## src/rtl/isa_pkg.sv

```systemverilog
// Shared instruction-set definitions for the fetch sequencer and its neighbours.
//   - instruction group constants and the group mask (bits 23:19)
//   - flow-control operation codes (bits 15:12 of a flow-group word)
//   - fetch FSM state encoding
//   - is_flow(): identifies a flow-control group word
package isa_pkg;

    // Instruction groups, one-hot in bits 23:19.
    // Only the flow group is decoded by the fetch sequencer.
    localparam logic [23:0] GRP_FLOW = 24'h800000;
    localparam logic [23:0] GRP_G1   = 24'h400000;
    localparam logic [23:0] GRP_G2   = 24'h200000;
    localparam logic [23:0] GRP_G3   = 24'h100000;
    localparam logic [23:0] GRP_G4   = 24'h080000;
    localparam logic [23:0] GRP_MASK = 24'hF80000;

    // Flow-control operation codes. Codes 6/7 (MOM) and anything above 7 fall
    // through as ordinary instructions.
    localparam logic [3:0] OP_JMP = 4'd0;
    localparam logic [3:0] OP_JZE = 4'd1;
    localparam logic [3:0] OP_JNE = 4'd2;
    localparam logic [3:0] OP_JCY = 4'd3;
    localparam logic [3:0] OP_RET = 4'd4;
    localparam logic [3:0] OP_BSR = 4'd5;

    typedef enum logic [1:0] {
        ST_FETCH = 2'd0,
        ST_LOAD  = 2'd1,
        ST_EXEC  = 2'd2
    } fetch_state_t;

    function automatic logic is_flow(input logic [23:0] word);
        return (word & GRP_MASK) == GRP_FLOW;
    endfunction

endpackage

```

## src/rtl/ret_stack.sv

```systemverilog
// Return-address LIFO for subroutine calls.
//   clk, rst_n : clock, synchronous active-low reset (empties the stack)
//   push, din  : store din on top (ignored when full)
//   pop        : discard top entry (ignored when empty)
//   dout       : current top entry (meaningless when empty)
//   full/empty : occupancy flags
// push and pop are never asserted together by the fetch sequencer.
module ret_stack #(
    parameter int DEPTH = 8,
    parameter int W     = 12
) (
    input  logic         clk,
    input  logic         rst_n,
    input  logic         push,
    input  logic         pop,
    input  logic [W-1:0] din,
    output logic [W-1:0] dout,
    output logic         full,
    output logic         empty
);

    localparam int IDX_W = $clog2(DEPTH);
    localparam int SP_W  = IDX_W + 1;

    // sp counts 0..DEPTH, so it needs one bit more than the entry index.
    logic [SP_W-1:0]  sp;
    logic [W-1:0]     mem [DEPTH];
    logic [IDX_W-1:0] top_idx;

    assign top_idx = IDX_W'(sp - 1'b1);
    assign full    = (sp == SP_W'(DEPTH));
    assign empty   = (sp == '0);
    assign dout    = mem[top_idx];

    always_ff @(posedge clk) begin
        if (!rst_n) begin
            sp <= '0;
        end else if (push && !full) begin
            mem[sp[IDX_W-1:0]] <= din;
            sp                 <= sp + 1'b1;
        end else if (pop && !empty) begin
            sp <= sp - 1'b1;
        end
    end

endmodule

```

## src/rtl/instr_fetch_seq.sv

```systemverilog
// Instruction fetch sequencer: owns the program counter, reads instructions
// from synchronous program memory, presents them on IR to the decoder and
// resolves flow control (JMP/JZE/JNE/JCY/BSR/RET) with a return stack.
//   clk, rst_n       : clock, synchronous active-low reset
//   run              : fetch enable, sampled only in FETCH
//   pm_addr, pm_rd   : program memory address / read strobe
//   pm_data          : program memory data, valid the cycle after pm_rd
//   z_flag, cy_flag  : datapath flags, sampled in LOAD
//   IR, ir_valid     : current instruction and its qualifier (EXEC)
//   pc               : program counter
//   stack_err        : sticky return-stack overflow/underflow
//
// state    | meaning
// ---------+-----------------------------------------------------------
// ST_FETCH | idle / issue read of pm[pc] when run=1
// ST_LOAD  | pm_data valid: load IR, resolve next pc, push/pop stack
// ST_EXEC  | IR live for EXEC_CYCLES cycles (down-counter to zero)
module instr_fetch_seq
    import isa_pkg::*;
#(
    parameter int PC_W        = 12,
    parameter int IR_W        = 24,
    parameter int STACK_DEPTH = 8,
    parameter int EXEC_CYCLES = 2
) (
    input  logic            clk,
    input  logic            rst_n,
    input  logic            run,
    output logic [PC_W-1:0] pm_addr,
    output logic            pm_rd,
    input  logic [IR_W-1:0] pm_data,
    input  logic            z_flag,
    input  logic            cy_flag,
    output logic [IR_W-1:0] IR,
    output logic            ir_valid,
    output logic [PC_W-1:0] pc,
    output logic            stack_err
);

    localparam int CNT_W = (EXEC_CYCLES > 1) ? $clog2(EXEC_CYCLES) : 1;

    fetch_state_t     state;
    logic [CNT_W-1:0] exec_cnt;

    logic [PC_W-1:0]  pc_inc;
    logic [PC_W-1:0]  next_pc;
    logic [PC_W-1:0]  tgt;
    logic [3:0]       op;
    logic             st_push;
    logic             st_pop;
    logic             err_set;
    logic [PC_W-1:0]  st_dout;
    logic             st_full;
    logic             st_empty;

    // The read must be issued in the same cycle run is seen in FETCH so that
    // the data lands in LOAD; a registered strobe would add a cycle.
    assign pm_addr = pc;
    assign pm_rd   = (state == ST_FETCH) && run;

    assign pc_inc  = pc + 1'b1;
    assign tgt     = pm_data[PC_W-1:0];
    assign op      = pm_data[15:12];

    always_comb begin
        next_pc = pc_inc;
        st_push = 1'b0;
        st_pop  = 1'b0;
        err_set = 1'b0;
        if (state == ST_LOAD && is_flow(pm_data)) begin
            case (op)
                OP_JMP: next_pc = tgt;
                OP_JZE: if (z_flag)  next_pc = tgt;
                OP_JNE: if (!z_flag) next_pc = tgt;
                OP_JCY: if (cy_flag) next_pc = tgt;
                OP_RET: begin
                    if (st_empty) begin
                        err_set = 1'b1;
                    end else begin
                        st_pop  = 1'b1;
                        next_pc = st_dout;
                    end
                end
                OP_BSR: begin
                    next_pc = tgt;
                    if (st_full) err_set = 1'b1;
                    else         st_push = 1'b1;
                end
                default: next_pc = pc_inc;
            endcase
        end
    end

    ret_stack #(
        .DEPTH (STACK_DEPTH),
        .W     (PC_W)
    ) u_stack (
        .clk   (clk),
        .rst_n (rst_n),
        .push  (st_push),
        .pop   (st_pop),
        .din   (pc_inc),
        .dout  (st_dout),
        .full  (st_full),
        .empty (st_empty)
    );

    always_ff @(posedge clk) begin
        if (!rst_n) begin
            state     <= ST_FETCH;
            pc        <= '0;
            IR        <= '0;
            ir_valid  <= 1'b0;
            exec_cnt  <= '0;
            stack_err <= 1'b0;
        end else begin
            case (state)
                ST_FETCH: begin
                    if (run) state <= ST_LOAD;
                end
                ST_LOAD: begin
                    IR       <= pm_data;
                    pc       <= next_pc;
                    exec_cnt <= CNT_W'(EXEC_CYCLES - 1);
                    ir_valid <= 1'b1;
                    state    <= ST_EXEC;
                    if (err_set) stack_err <= 1'b1;
                end
                ST_EXEC: begin
                    if (exec_cnt == '0) begin
                        ir_valid <= 1'b0;
                        state    <= ST_FETCH;
                    end else begin
                        exec_cnt <= exec_cnt - 1'b1;
                    end
                end
                default: begin
                    ir_valid <= 1'b0;
                    state    <= ST_FETCH;
                end
            endcase
        end
    end

endmodule

```

## config.mk

```make
export PLATFORM = sky130hd
export DESIGN_NAME = instr_fetch_seq
export DESIGN_NICKNAME = d
export VERILOG_FILES = /design/src/rtl/isa_pkg.sv /design/src/rtl/ret_stack.sv /design/src/rtl/instr_fetch_seq.sv
export SDC_FILE = /design/constraint.sdc
export NUM_CORES = 1
export LEC_CHECK = 0
export ABC_AREA = 1
export CAP_MARGIN = 20
export CORE_ASPECT_RATIO = 1.4
export CORE_UTILIZATION = 51
export DETAILED_ROUTE_END_ITERATION = 10
export PLACE_DENSITY = 0.71
export SLEW_MARGIN = 20
export SYNTH_ARGS = -nofsm -noshare
export SYNTH_HDL_FRONTEND = slang
export SYNTH_SLANG_ARGS = --single-unit
```

## constraint.sdc

```tcl
create_clock -name clk -period 6.05 [get_ports clk]
set_input_delay 0.605 -clock clk [delete_from_list [all_inputs] [get_ports clk]]
set_output_delay 0.605 -clock clk [all_outputs]
set_load 0.03 [all_outputs]
```

Yosys cells after proc, flatten, opt, wreduce, memory -nomap -nowiden --
Memories as Yosys holds them, arrays and structs flattened. Index checks and enable logic that the tools add are counted.
Word-level totals: bits in writable memories 96, memories kept 1, output and inout port bits 51, flip-flop bits (word level) 45
Cells by class: bitwise operators 1, eq/ne operators 11, muxes and demuxes 28, $add $sub $neg 4, reductions and logical operators 15
Memory list:
- u_stack.mem | words 8, bits a word 12, read ports 1, clocked after Yosys merged registers in 0, write ports 1, RTL line ret_stack.sv:27 | logic [W-1:0] mem [DEPTH];
Operators with widths (number):
- 2-to-1 mux 12 bit | 5
- case mux 12 bit (5 select lines) | 1
- 2-to-1 mux 1 bit | 14
- adder 12 x 1 -> 12 bit, second input constant | 1
- == test 4 x 2 -> 1 bit, second input constant | 2
- == test 4 x 3 -> 1 bit, second input constant | 2
- zero test 4 bit | 2
- 2-to-1 mux 4 bit | 2
- case mux 2 bit (3 select lines) | 1
- AND reduction 2 bit | 3
- == test 5 bit, second input constant | 1
- adder 4 x 1 -> 4 bit, second input constant | 1
- == test 4 x 1 -> 1 bit, second input constant | 1
- == test 4 bit, second input constant | 1
- logical AND 1 bit | 4
- 2-to-1 mux 2 bit | 2
- != test 2 bit, second input constant | 2
- case mux 1 bit (2 select lines) | 2
- nonzero test 2 bit | 2
- subtractor 4 x 1 -> 4 bit, second input constant | 1
- case mux 1 bit (3 select lines) | 1
- == test 2 x 1 -> 1 bit, second input constant | 1
- == test 2 bit, second input constant | 1
- zero test 1 bit | 2
- other kinds (4) | 4

Depth between registers and ports, before layout --
Gate-level depths: netlist (run 1).
depth after elaboration 8, gate-level depth with buffers 14

Modules after synthesis --
A second synthesis (run 1) with hierarchy kept.
Unflattened totals: cells, all modules 705, area, all modules 6459.9 µm²
By module, submodules not included:
- ret_stack | area an instance 4129.0 µm², times used 1, seq. area each 2962.8 µm², cells an instance 342
- instr_fetch_seq | area an instance 2331.0 µm², times used 1, seq. area each 820.8 µm², cells an instance 363

Worst setup path after synthesis (run 1) --
OpenSTA, ideal clock, no wires.
path type flip-flop to flip-flop, from register u_stack.sp[0], to memory u_stack.mem[2][0], enable pin, buffers on the path 2, required time 5.654 ns, clock period less this slack 2.729 ns, library setup time 0.396 ns, arrival time 2.333 ns, path slack 3.321 ns, cell stages (with the launch flop) 10, cells stage by stage dfxtp_1 > inv_2 > buf_4 > buf_2 > ha_1 > nand3_1 > nand3_2 > nor2_2 > nand2_1 > nor3_1
Between the ends: longest elaborated chain between the ends 8
RTL lines:
- start, declared | RTL line ret_stack.sv:26 | logic [SP_W-1:0] sp;
- start signal, assigned | RTL line ret_stack.sv:40 | sp <= sp + 1'b1;
- start signal, assigned | RTL line ret_stack.sv:42 | sp <= sp - 1'b1;
- == test 4 bit | RTL line ret_stack.sv:31 | assign full = (sp == SP_W'(DEPTH));
- 2-to-1 mux 1 bit | RTL line instr_fetch_seq.sv:86 | if (st_full) err_set = 1'b1;
- 2-to-1 mux 1 bit | RTL line instr_fetch_seq.sv:71 | case (op)
- 2-to-1 mux 1 bit | RTL line instr_fetch_seq.sv:70 | if (state == ST_LOAD && is_flow(pm_data)) begin
- logical AND 1 bit | RTL line ret_stack.sv:38 | end else if (push && !full) begin
- 2-to-1 mux 1 bit | RTL line ret_stack.sv:38
- 2-to-1 mux 1 bit | RTL line ret_stack.sv:36 | if (!rst_n) begin
- 2-to-1 mux 1 bit (not written as such) | RTL line ret_stack.sv:39 | mem[sp[IDX_W-1:0]] <= din;
- end, declared | RTL line ret_stack.sv:27
Several ways; a longest one is shown, not always the timed one.

Final worst setup path (run 1) --
from register u_stack.sp[0], to memory u_stack.mem[0][11], enable pin
The elaborated chain is that of the path after synthesis.

==> summary.md, run 1 <==
| Metric | Value |
|---|---|
| Num CTS Buffers | `17` |
| P_leak | `3.06 nW` |
| Site row count | `48` |
| CP endpoint kind | `register` |
| Most used DFF post-synth | `edfxtp_1` |
| XOR/XNOR share of the synthesized area | `1.08%` |
| Initial DRC Count | `314` |
| Final Instance Area | `8010 sq um` |
| Post-synth ARST share | `0%` |
| Synthesized instance count | `728` |
| Largest family of logic cells by synthesized area | `simple AND/OR/NAND/NOR gates` |
| Total placed instance area | `7400 sq um` |
| Distinct cells, synth | `39` |
| H-tree Lvls | `4` |
| WHS Path Cells | `1` |
| Max cap viols | `0` |
| CTS Sinks | `141` |
| Worst-Margin Slew | `1000 ps` |
| GR Util met3 | `5.98%` |
| Footprint of the multi-input gates | `2390 sq um` |
| Overall routing resource usage | `26.1%` |
| Grt peak-use layer | `met2` |
| Reg-to-Reg Start | `u_stack.sp[0]$_SDFFE_PN0P_` |
| Post-Synth Adder-Cell Area | `1.32%` |
| Met2 Track Usage GR | `46.8%` |
| I/O Pins | `80` |
| Mean Syn Cell Area | `9.10 sq um` |
| Core area | `12500 sq um` |
| Most area-hungry cell type in the Yosys netlist | `edfxtp_1` |
| CTS Buffer Depth | `2` |
| Layout Skew | `8.81 ps` |
| Final hold slack | `486 ps` |
| Pins Over Slew Limit | `0` |
| Worst-path maximum fanout | `47` |
| Syn nets | `764` |
| Antenna Cells | `0` |
| Via count | `5339` |
| Vias in the first global route | `5182` |
| Critical Path AT | `2750 ps` |
| Gpl congestion | `0.879` |
| Resized cells post-CTS | `0` |
| Mapped Area | `6620 sq um` |
| DP HPWL | `11200 um` |
| Synth Register Bits | `141` |
| Critical path startpoint category | `register` |
| Simple-Gate Fraction of Synth Area | `22.6%` |
| First-pass GRT wire length | `26400 um` |
| Clock Pin Slew Worst Setup and Hold Paths | `60 ps` |
| Layout cells sized above 1 | `9.95%` |
| Die X | `98.3 um` |
| RSZ-0062 raised after global routing | `false` |
| # hold bufs at CTS | `0` |
| Status | `finished clean` |
| Post-detailed-route count of antenna-violating nets | `0` |
| WHS Endpoint | `u_stack.sp[3]$_SDFFE_PN0P_` |
| Post-synthesis mux area share | `0%` |
| Wirelength, routed | `16700 um` |
| Post-synthesis sequential area ratio | `57.1%` |
| Area fraction in compound gates after synthesis | `11.1%` |
| Pwr/cell area | `386 nW/um^2` |
| Hold_sp | `u_stack.sp[3]$_SDFFE_PN0P_` |
| CTS tree | `done` |
| Area contributors post-synth | `edfxtp_1, dfxtp_1, nor2_1` |
| M1 GR Usage | `29.3%` |
| Per-cell routed wire length | `17.6 um` |
| FILL cells | `1039` |
| Via-per-instance ratio | `5.60` |
| Hold Fails Final Rpt | `0` |
| Ys Warns | `0` |
| Remaining DRCs | `0` |
| Die H | `137 um` |
| Reg area | `3780 sq um` |
| Post-synth top cells | `nor2_1, nand2_1, edfxtp_1` |
| Register-to-register setup slack | `3340 ps` |
| Post-synth EDFFs | `96` |
| Worst VDD drop | `0.000284 V` |
| Initial DRT Pass Iterations | `5` |
| Port Buffers | `79` |
| Most frequent cell after synthesis | `nor2_1` |
| Top cell type's share of synthesized area | `43.5%` |
| Final nets | `827` |
| CTS root buf | `clkbuf_16` |
| RR Endpoint | `u_stack.mem[0][11]$_DFFE_PP_` |
| Fin crit period | `2710 ps` |
| Area Overhead vs Synth | `20.9%` |
| CP Class | `register to register` |
| Setup repair bufs after CTS | `0` |
| Final Cycle Share | `44.8%` |
| Worst path required time | `6090 ps` |
| Initial Util | `53.0%` |
| Setup-failing EPs final | `0` |
| Grt ovf | `0` |
| Slew HR | `32.9%` |
| Fmax | `0.369 GHz` |
| Initial antenna violation count | `0` |
| R2r worst-path depth | `7` |
| Hold crit path type | `register to register` |
| Largest net degree at the start of global routing | `58` |
| Clk_lat worst skew | `420 ps` |
| Die ar. | `13500 sq um` |
| Setup TNS | `0 ps` |
## worst max-delay path, cell delays in order (launching register included)
cell	delay [ps]
dfxtp_2	330
inv_2	260
ha_1	420
nand3_1	200
nand3_2	120
nor2_2	110
nand2_1	120
nor2_1	760
## through the flow
stage,cells,utilization [%],worst slack (ps),total power [W]
5_1_grt,954,64.1,3070,0.00322
4_1_cts,954,64.1,3290,0.00310
3_5_place_dp,922,59.3,2950,0.00206
6_report,954,64.1,3340,0.00309
3_3_place_gp,922,59.3,3010,0.00204
2_1_floorplan,728,-,3320,0.00176
## final cells by class
type,instances,area share (%)
Inverter,48,2.25
Timing Repair Buffer,89,10.8
Sequential cell,141,47.3
Clock buffer,17,5.31
Multi-Input combinational cell,494,29.8
Clock inverter,15,2.19
Tap cell,150,2.34
## flip-flops by register name (all words and copies together), names as in the netlist
register,cells
u_stack.mem,96
IR,24
pc,12
u_stack.sp,4
state,2
exec_cnt,1
ir_valid,1
stack_err,1
## worst max-delay path by stage
stage / start / endpoint / slack (ps) / cells after the start
after floorplan: u_stack.sp[0]$_SDFFE_PN0P_ / u_stack.mem[2][0]$_DFFE_PP_ / 3320 / 9
after global placement: pm_data[21] / u_stack.mem[1][10]$_DFFE_PP_ / 3010 / 8
after detailed placement: pm_data[21] / u_stack.mem[0][5]$_DFFE_PP_ / 2950 / 8
after CTS: u_stack.sp[0]$_SDFFE_PN0P_ / u_stack.mem[0][1]$_DFFE_PP_ / 3290 / 7
after global routing: u_stack.sp[0]$_SDFFE_PN0P_ / u_stack.mem[1][4]$_DFFE_PP_ / 3070 / 7
final: u_stack.sp[0]$_SDFFE_PN0P_ / u_stack.mem[0][11]$_DFFE_PP_ / 3340 / 7
## cell families after synthesis
family,after synthesis
flip-flops,141
AO/OA/AOI/OAI,138
buffers and inverters,93
AND/OR/NAND/NOR,343
adder cells (fa/ha/maj),7
XOR/XNOR,6
## power by group
part           total [W]  switching [W]  internal, W
clock network    0.00105       0.000433     0.000622
logic           0.000783       0.000506     0.000277
registers        0.00126      0.0000790      0.00118
total            0.00309        0.00102      0.00208
## metal layers
metal | part of all wire [%] | wire length, um
met5 | 0 | 0
met4 | 3.2 | 544
met3 | 6.4 | 1070
met2 | 53 | 8810
met1 | 38 | 6330
## cells in the final DEF, fill, tap and decap left out, types with 16 or more instances in the layout
| cell type | count |
|---|---|
| a21oi_1 | 42 |
| clkbuf_16 | 17 |
| clkdlybuf4s50_1 | 79 |
| dfxtp_1 | 44 |
| edfxtp_1 | 96 |
| inv_1 | 39 |
| nand2_1 | 99 |
| nand3_1 | 63 |
| nor2_1 | 143 |
| o21ai_0 | 66 |
| o21ai_1 | 16 |
Power figures use the tool's default switching activity.
==> run 2, diff against run 1 <==
--- a/config.mk
+++ b/config.mk
@@ -8,9 +8,9 @@
 export ABC_AREA = 1
 export CAP_MARGIN = 20
 export CORE_ASPECT_RATIO = 1.4
-export CORE_UTILIZATION = 51
+export CORE_UTILIZATION = 50
 export DETAILED_ROUTE_END_ITERATION = 10
-export PLACE_DENSITY = 0.71
+export PLACE_DENSITY = 0.73
 export SLEW_MARGIN = 20
 export SYNTH_ARGS = -nofsm -noshare
 export SYNTH_HDL_FRONTEND = slang
==> constraint.sdc (replaced) <==
create_clock -name clk -period 2.2 [get_ports clk]
set_input_delay 0.22 -clock clk [delete_from_list [all_inputs] [get_ports clk]]
set_output_delay 0.22 -clock clk [all_outputs]
set_load 0.03 [all_outputs]
==> summary.md, run 2 (synthesized netlist as in run 1, its figures left out) <==
| Metric | Value |
|---|---|
| Status | `finished clean` |
| CP max-delay cell | `dfxtp_1` |
| Site row count | `49 (+2.1%)` |
| Most frequent cells in the layout | `nor2_1, nand2_1, edfxtp_1` |
| Psw | `0.00277 W (+170%)` |
| Initial antenna violation count | `0 (unchanged)` |
| CP dominant cell by count | `inv_1` |
| Total placed instance area | `7680 sq um (+3.7%)` |
| Non-filler cells, final | `983 (+3.0%)` |
| Per-cell routed wire length | `17.2 um (-1.8%)` |
| I/O Pins | `80 (unchanged)` |
| First-pass GRT wire length | `27600 um (+4.6%)` |
| P_leak | `3.21 nW (+5.0%)` |
| Post-detailed-route count of antenna-violating nets | `0 (unchanged)` |
| Final Cycle Share | `92.4% (+48 points)` |
| Antenna Cells | `0 (unchanged)` |
| Reg area | `3780 sq um (unchanged)` |
| CP Class | `register to register` |
| Num CTS Buffers | `17 (unchanged)` |
| Die H | `138 um (+0.98%)` |
| Setup repair bufs after CTS | `0 (unchanged)` |
| Fmax | `0.492 GHz (+33%)` |
| Wirelength, routed | `16900 um (+1.1%)` |
| Clock power share | `33.2% (-0.9 points)` |
| Pwr Total | `0.00866 W (+180%)` |
| R2r worst-path depth | `11 (+4)` |
| Critical Path AT | `2150 ps (-600 ps)` |
| H-tree Lvls | `4 (unchanged)` |
| Vias in the first global route | `5526 (+6.6%)` |
| Largest net degree at the start of global routing | `58 (unchanged)` |
| Core area | `12900 sq um (+3.1%)` |
| Cell Chain, Critical Path | `inv_1 > ha_1 > nand2_1 > inv_1 > nand3_1 > inv_1 > nand3_2 > nor2_2 > nand2_1 > nor3_2 > buf_6` |
| Area Overhead vs Synth | `25.0%` |
| Gpl congestion | `0.866 (-1.4%)` |
| Initial DRT Pass Iterations | `4 (-1)` |
| CTS root buf | `clkbuf_16` |
| FILL cells | `1016 (-2.2%)` |
| Initial DRC Count | `349 (+11%)` |
| Initial Util | `51.4% (-1.6 points)` |
| Final Instance Area | `8280 sq um (+3.4%)` |
| CP endpoint kind | `register` |
| Grt ovf | `0 (unchanged)` |
| Final hold slack | `385 ps (-102 ps)` |
| CTS tree | `done` |
| Via count | `5563 (+4.2%)` |
| WHS Path Cells | `3 (+2)` |
| Layout Skew | `8.62 ps (-0.190 ps)` |
| Sequential share of power | `39.7% (-0.9 points)` |
| Via-per-instance ratio | `5.66 (+1.1%)` |
| Hold crit path type | `input pin to register` |
| Slew HR | `44.7% (+12 points)` |
| Pins Over Slew Limit | `0 (unchanged)` |
| Layout cells sized above 1 | `13.7% (+3.8 points)` |
| Worst VDD drop | `0.000715 V (+150%)` |
| DP HPWL | `11700 um (+4.7%)` |
| RSZ-0062 raised after global routing | `false` |
| Setup-failing EPs final | `0 (unchanged)` |
| Hold Fails Final Rpt | `0 (unchanged)` |
| Die X | `99.3 um (+0.98%)` |
| Fin crit period | `2030 ps (-680 ps)` |
| CTS Buffer Depth | `2 (unchanged)` |
| Worst-Margin Slew | `827 ps (-176 ps)` |
| Comb pwr share | `27.1% (+1.8 points)` |
| Worst path max stage delay | `310 ps (-450 ps)` |
| Critical path startpoint category | `register` |
| Worst-path maximum fanout | `12 (-74%)` |
| Port Buffers | `79 (unchanged)` |
| Max reg flops | `96 (unchanged)` |
| Switching part of the total power | `31.9% (-0.96 points)` |
| Pwr/cell area | `1050 nW/um^2 (+170%)` |
| Leading cell type in the layout, fill and taps excluded | `nor2_1` |
| Overall routing resource usage | `25.9% (-0.28 points)` |
| Die ar. | `13700 sq um (+2.0%)` |
| Footprint of the multi-input gates | `2430 sq um (+2.0%)` |
| Worst path required time | `2320 ps (-3770 ps)` |
| Clk_lat worst skew | `420 ps (about the same)` |
| Dpl cells | `951 (+3.1%)` |
| Final nets | `853 (+3.1%)` |
| Remaining DRCs | `0 (unchanged)` |
| Max cap viols | `0 (unchanged)` |
| Power Internal | `0.00589 W (+180%)` |
| Clock Pin Slew Worst Setup and Hold Paths | `60 ps (about the same)` |
| CTS Sinks | `141 (unchanged)` |
==> run 2: changes by cell type in the layout (fill, tap and decap cells not counted), sizes merged <==
cell / delta
clkinvlp: -2
inv: -6
clkbuf: +6
buf: +26
clkinv: +2
==> run 2: what timing repair did <==
item,CTS,global route
hold buffers,0,0
setup endpoints to repair,0,15
gates resized for setup,0,2
==> run 2: layer usage <==
metal  track usage (%)  vias up  share of wire (%)  wire, um
met2              45.2      225                 52      8880
met5                 0        -                  0         0
met3              4.80       26                5.4       918
met4              9.83        0                2.0       340
met1              31.4     2683                 40      6800
li1                  -     2629                  -         -
==> run 2: per-stage QoR <==
| stage | TNS (ps) | util (%) | setup WS, ps |
|---|---|---|---|
| 6_report | 0 | 64.3 | 168 |
| 5_1_grt | 0 | 64.3 | 2.19 |
| 4_1_cts | 0 | 64.3 | 134 |
| 3_5_place_dp | 0 | 59.6 | 41.3 |
| 3_3_place_gp | 0 | 59.6 | 56.4 |
| 2_1_floorplan | -6040 | - | -119 |
==> run 2: final timing paths <==
check | startpoint | endpoint | slack [ps]
setup / recovery | state[1]$_SDFFE_PN0P_ | u_stack.mem[5][10]$_DFFE_PP_ | 170
hold reg to reg | IR[23]$_SDFFE_PN0P_ | IR[23]$_SDFFE_PN0P_ | 470
setup reg to reg | state[1]$_SDFFE_PN0P_ | u_stack.mem[5][10]$_DFFE_PP_ | 170
hold / removal | pm_data[16] | IR[16]$_SDFFE_PN0P_ | 380
==> run 2: worst max-delay path: cells and delay by family, from the launching register on <==
kind | cells | cell delay [ps]
and+or+nand+nor | 6 | 760
buffers and inverters | 4 | 460
adders and majority gates | 1 | 190
DFF | 1 | 310
==> run 2: power groups by stage <==
stage	Clock (W)	Combinational (W)	Sequential (W)
6_report	0.00287	0.00235	0.00344
5_1_grt	0.00301	0.00251	0.00346
4_1_cts	0.00290	0.00235	0.00343
3_5_place_dp	0	0.00233	0.00348
3_3_place_gp	0	0.00228	0.00347
2_1_floorplan	0	0.000964	0.00387
==> run 2: cell type report <==
| cell class | count | area share [%] |
|---|---|---|
| repair buffers | 115 | 13.2 |
| clock inverters | 9 | 1.31 |
| clock buffers | 23 | 5.92 |
| inverters | 48 | 2.18 |
| well taps | 153 | 2.31 |
| flip-flops and latches | 141 | 45.7 |
| multi-input cells | 494 | 29.4 |
==> run 3, diff against run 2 <==
--- a/config.mk
+++ b/config.mk
@@ -8,9 +8,10 @@
 export ABC_AREA = 1
 export CAP_MARGIN = 20
 export CORE_ASPECT_RATIO = 1.4
-export CORE_UTILIZATION = 50
+export CORE_UTILIZATION = 51
+export CTS_BUF_LIST = sky130_fd_sc_hd__clkbuf_8
 export DETAILED_ROUTE_END_ITERATION = 10
-export PLACE_DENSITY = 0.73
+export PLACE_DENSITY = 0.71
 export SLEW_MARGIN = 20
 export SYNTH_ARGS = -nofsm -noshare
 export SYNTH_HDL_FRONTEND = slang
==> constraint.sdc (replaced) <==
create_clock -name clk -period 2.4 [get_ports clk]
set_input_delay 0.24 -clock clk [delete_from_list [all_inputs] [get_ports clk]]
set_output_delay 0.24 -clock clk [all_outputs]
set_load 0.03 [all_outputs]
==> summary.md, run 3 (synthesized netlist as in run 1, its figures left out) <==
| Metric | Value |
|---|---|
| Wirelength, routed | `16300 um (-3.5%)` |
| Fin crit period | `2200 ps (+164 ps)` |
| Site row count | `48 (-2.0%)` |
| Total placed instance area | `7540 sq um (-1.7%)` |
| Initial DRC Count | `276 (-21%)` |
| Port Buffers | `79 (unchanged)` |
| Final Cycle Share | `91.5% (-0.88 points)` |
| Clock Pin Slew Worst Setup and Hold Paths | `80 ps (+20 ps)` |
| Non-filler cells, final | `971 (-1.2%)` |
| DP HPWL | `11500 um (-2.1%)` |
| Grt ovf | `0 (unchanged)` |
| Initial antenna violation count | `0 (unchanged)` |
| Core area | `12500 sq um (-3.0%)` |
| Area Overhead vs Synth | `19.7%` |
| Num CTS Buffers | `17 (unchanged)` |
| Initial Util | `53.0% (+1.6 points)` |
| WHS Endpoint | `IR[23]$_SDFFE_PN0P_` |
| Fmax | `0.455 GHz (-7.5%)` |
| Max reg flops | `96 (unchanged)` |
| Layout Skew | `11.2 ps (+2.61 ps)` |
| Slew HR | `61.6% (+17 points)` |
| Critical path startpoint category | `register` |
| Worst VDD drop | `0.000575 V (-19%)` |
| Overall routing resource usage | `25.4% (-0.48 points)` |
| Status | `finished clean` |
| CTS root buf | `clkbuf_8` |
| CP endpoint kind | `register` |
| Setup repair bufs after CTS | `0 (unchanged)` |
| R2r worst-path depth | `8 (-3)` |
| Remaining DRCs | `0 (unchanged)` |
| Gpl congestion | `0.901 (+3.9%)` |
| Die H | `137 um (-0.97%)` |
| Hold_sp | `pm_data[23]` |
| RSZ-0062 raised after global routing | `false` |
| Register-to-register setup slack | `200 ps (+40 ps)` |
| CP max-delay cell | `dfxtp_1` |
| Resized cells post-CTS | `0 (unchanged)` |
| CTS Sinks | `141 (unchanged)` |
| Worst path required time | `2540 ps (+220 ps)` |
| Via count | `5301 (-4.7%)` |
| First-pass GRT wire length | `25600 um (-7.0%)` |
| Layout cells sized above 1 | `11.9% (-1.8 points)` |
| Dpl cells | `939 (-1.3%)` |
| Final nets | `844 (-1.1%)` |
| Cell Chain, Critical Path | `inv_1 > ha_1 > nand3_1 > nand3_2 > nor2_2 > nand2_1 > nor3_1 > buf_4` |
| Worst path max stage delay | `460 ps (+150 ps)` |
| Setup-failing EPs final | `0 (unchanged)` |
| Reg-to-Reg Start | `u_stack.sp[1]$_SDFFE_PN0P_` |
| Hold Fails Final Rpt | `0 (unchanged)` |
| # hold bufs at CTS | `0 (unchanged)` |
| Initial DRT Pass Iterations | `5 (+1)` |
| Antenna Cells | `0 (unchanged)` |
| WHS Path Cells | `3 (unchanged)` |
| Die ar. | `13500 sq um (-1.9%)` |
| CP Class | `register to register` |
| Per-cell routed wire length | `16.8 um (-2.3%)` |
| Post-detailed-route count of antenna-violating nets | `0 (unchanged)` |
| Die X | `98.3 um (-0.97%)` |
| I/O Pins | `80 (unchanged)` |
| Final Instance Area | `7930 sq um (-4.2%)` |
| H-tree Lvls | `4 (unchanged)` |
| CTS tree | `done` |
| Leading cell type in the layout, fill and taps excluded | `nor2_1` |
| Vias in the first global route | `5159 (-6.6%)` |
| P_leak | `3.06 nW (-4.6%)` |
| Pwr Total | `0.00711 W (-18%)` |
| Largest net degree at the start of global routing | `58 (unchanged)` |
| Most frequent cells in the layout | `nor2_1, nand2_1, edfxtp_1` |
| Max cap viols | `0 (unchanged)` |
| RR Endpoint | `u_stack.mem[2][0]$_DFFE_PP_` |
| Via-per-instance ratio | `5.46 (-3.5%)` |
| Clk_lat worst skew | `450 ps (+30 ps)` |
| Pwr/cell area | `897 nW/um^2 (-14%)` |
| Worst-path maximum fanout | `12 (unchanged)` |
| Pins Over Slew Limit | `0 (unchanged)` |
| CTS Buffer Depth | `2 (unchanged)` |
| Worst-Margin Slew | `577 ps (-251 ps)` |
| Critical Path AT | `2340 ps (+190 ps)` |
| Hold crit path type | `input pin to register` |
==> run 3: worst max-delay path, delay by kind of cell, from the launching register on <==
| family | cells | cell delay, ps |
|---|---|---|
| and+or+nand+nor | 5 | 730 |
| adders and majority gates | 1 | 300 |
| DFF | 1 | 460 |
| buffers and inverters | 2 | 410 |
==> run 3: worst max-delay path by stage <==
stage / startpoint / end / slack (ps) / cells past startpoint
CTS: u_stack.sp[1]$_SDFFE_PN0P_ / u_stack.mem[2][7]$_DFFE_PP_ / 220 / 8
global route: u_stack.sp[1]$_SDFFE_PN0P_ / u_stack.mem[6][6]$_DFFE_PP_ / 40 / 8
global placement: pm_data[21] / u_stack.mem[2][6]$_DFFE_PP_ / 230 / 9
finish: u_stack.sp[1]$_SDFFE_PN0P_ / u_stack.mem[2][0]$_DFFE_PP_ / 200 / 8
detailed placement: pm_data[13] / u_stack.mem[2][10]$_DFFE_PP_ / 180 / 9
floorplan: u_stack.sp[0]$_SDFFE_PN0P_ / u_stack.mem[2][0]$_DFFE_PP_ / -330 / 9
==> run 3: per-stage QoR <==
stage,setup slack (ps),hold WS (ps),utilization (%),TNS [ps]
after global routing,36.6,379,63.5,0
after detailed placement,183,473,60.4,0
after CTS,224,365,63.5,0
after global placement,235,456,60.4,0
after floorplan,-329,372,-,-13610
final,204,376,63.5,0
==> run 3: cell type report <==
type,instances,area [sq um]
multi-input cells,494,2400
clock buffers,18,248
flip-flops and latches,141,3780
clock inverters,14,141
well taps,150,188
repair buffers,106,993
inverters,48,180
fillers,1054,4560
==> run 3: routing by layer <==
layer  global-route usage (%)  vias to the layer above  wire [um]
met3                     4.70                       21        981
met5                        0                        -          0
li1                         -                     2611          -
met1                     29.8                     2485       6540
met2                     46.6                      184       8600
met4                     8.46                        0        223
==> run 3: power by group <==
group | total [W] | internal [W] | switching (W)
combinational | 0.00208 | 0.000740 | 0.00134
clock | 0.00188 | 0.000953 | 0.000926
sequential | 0.00315 | 0.00296 | 0.000191
total | 0.00711 | 0.00466 | 0.00246
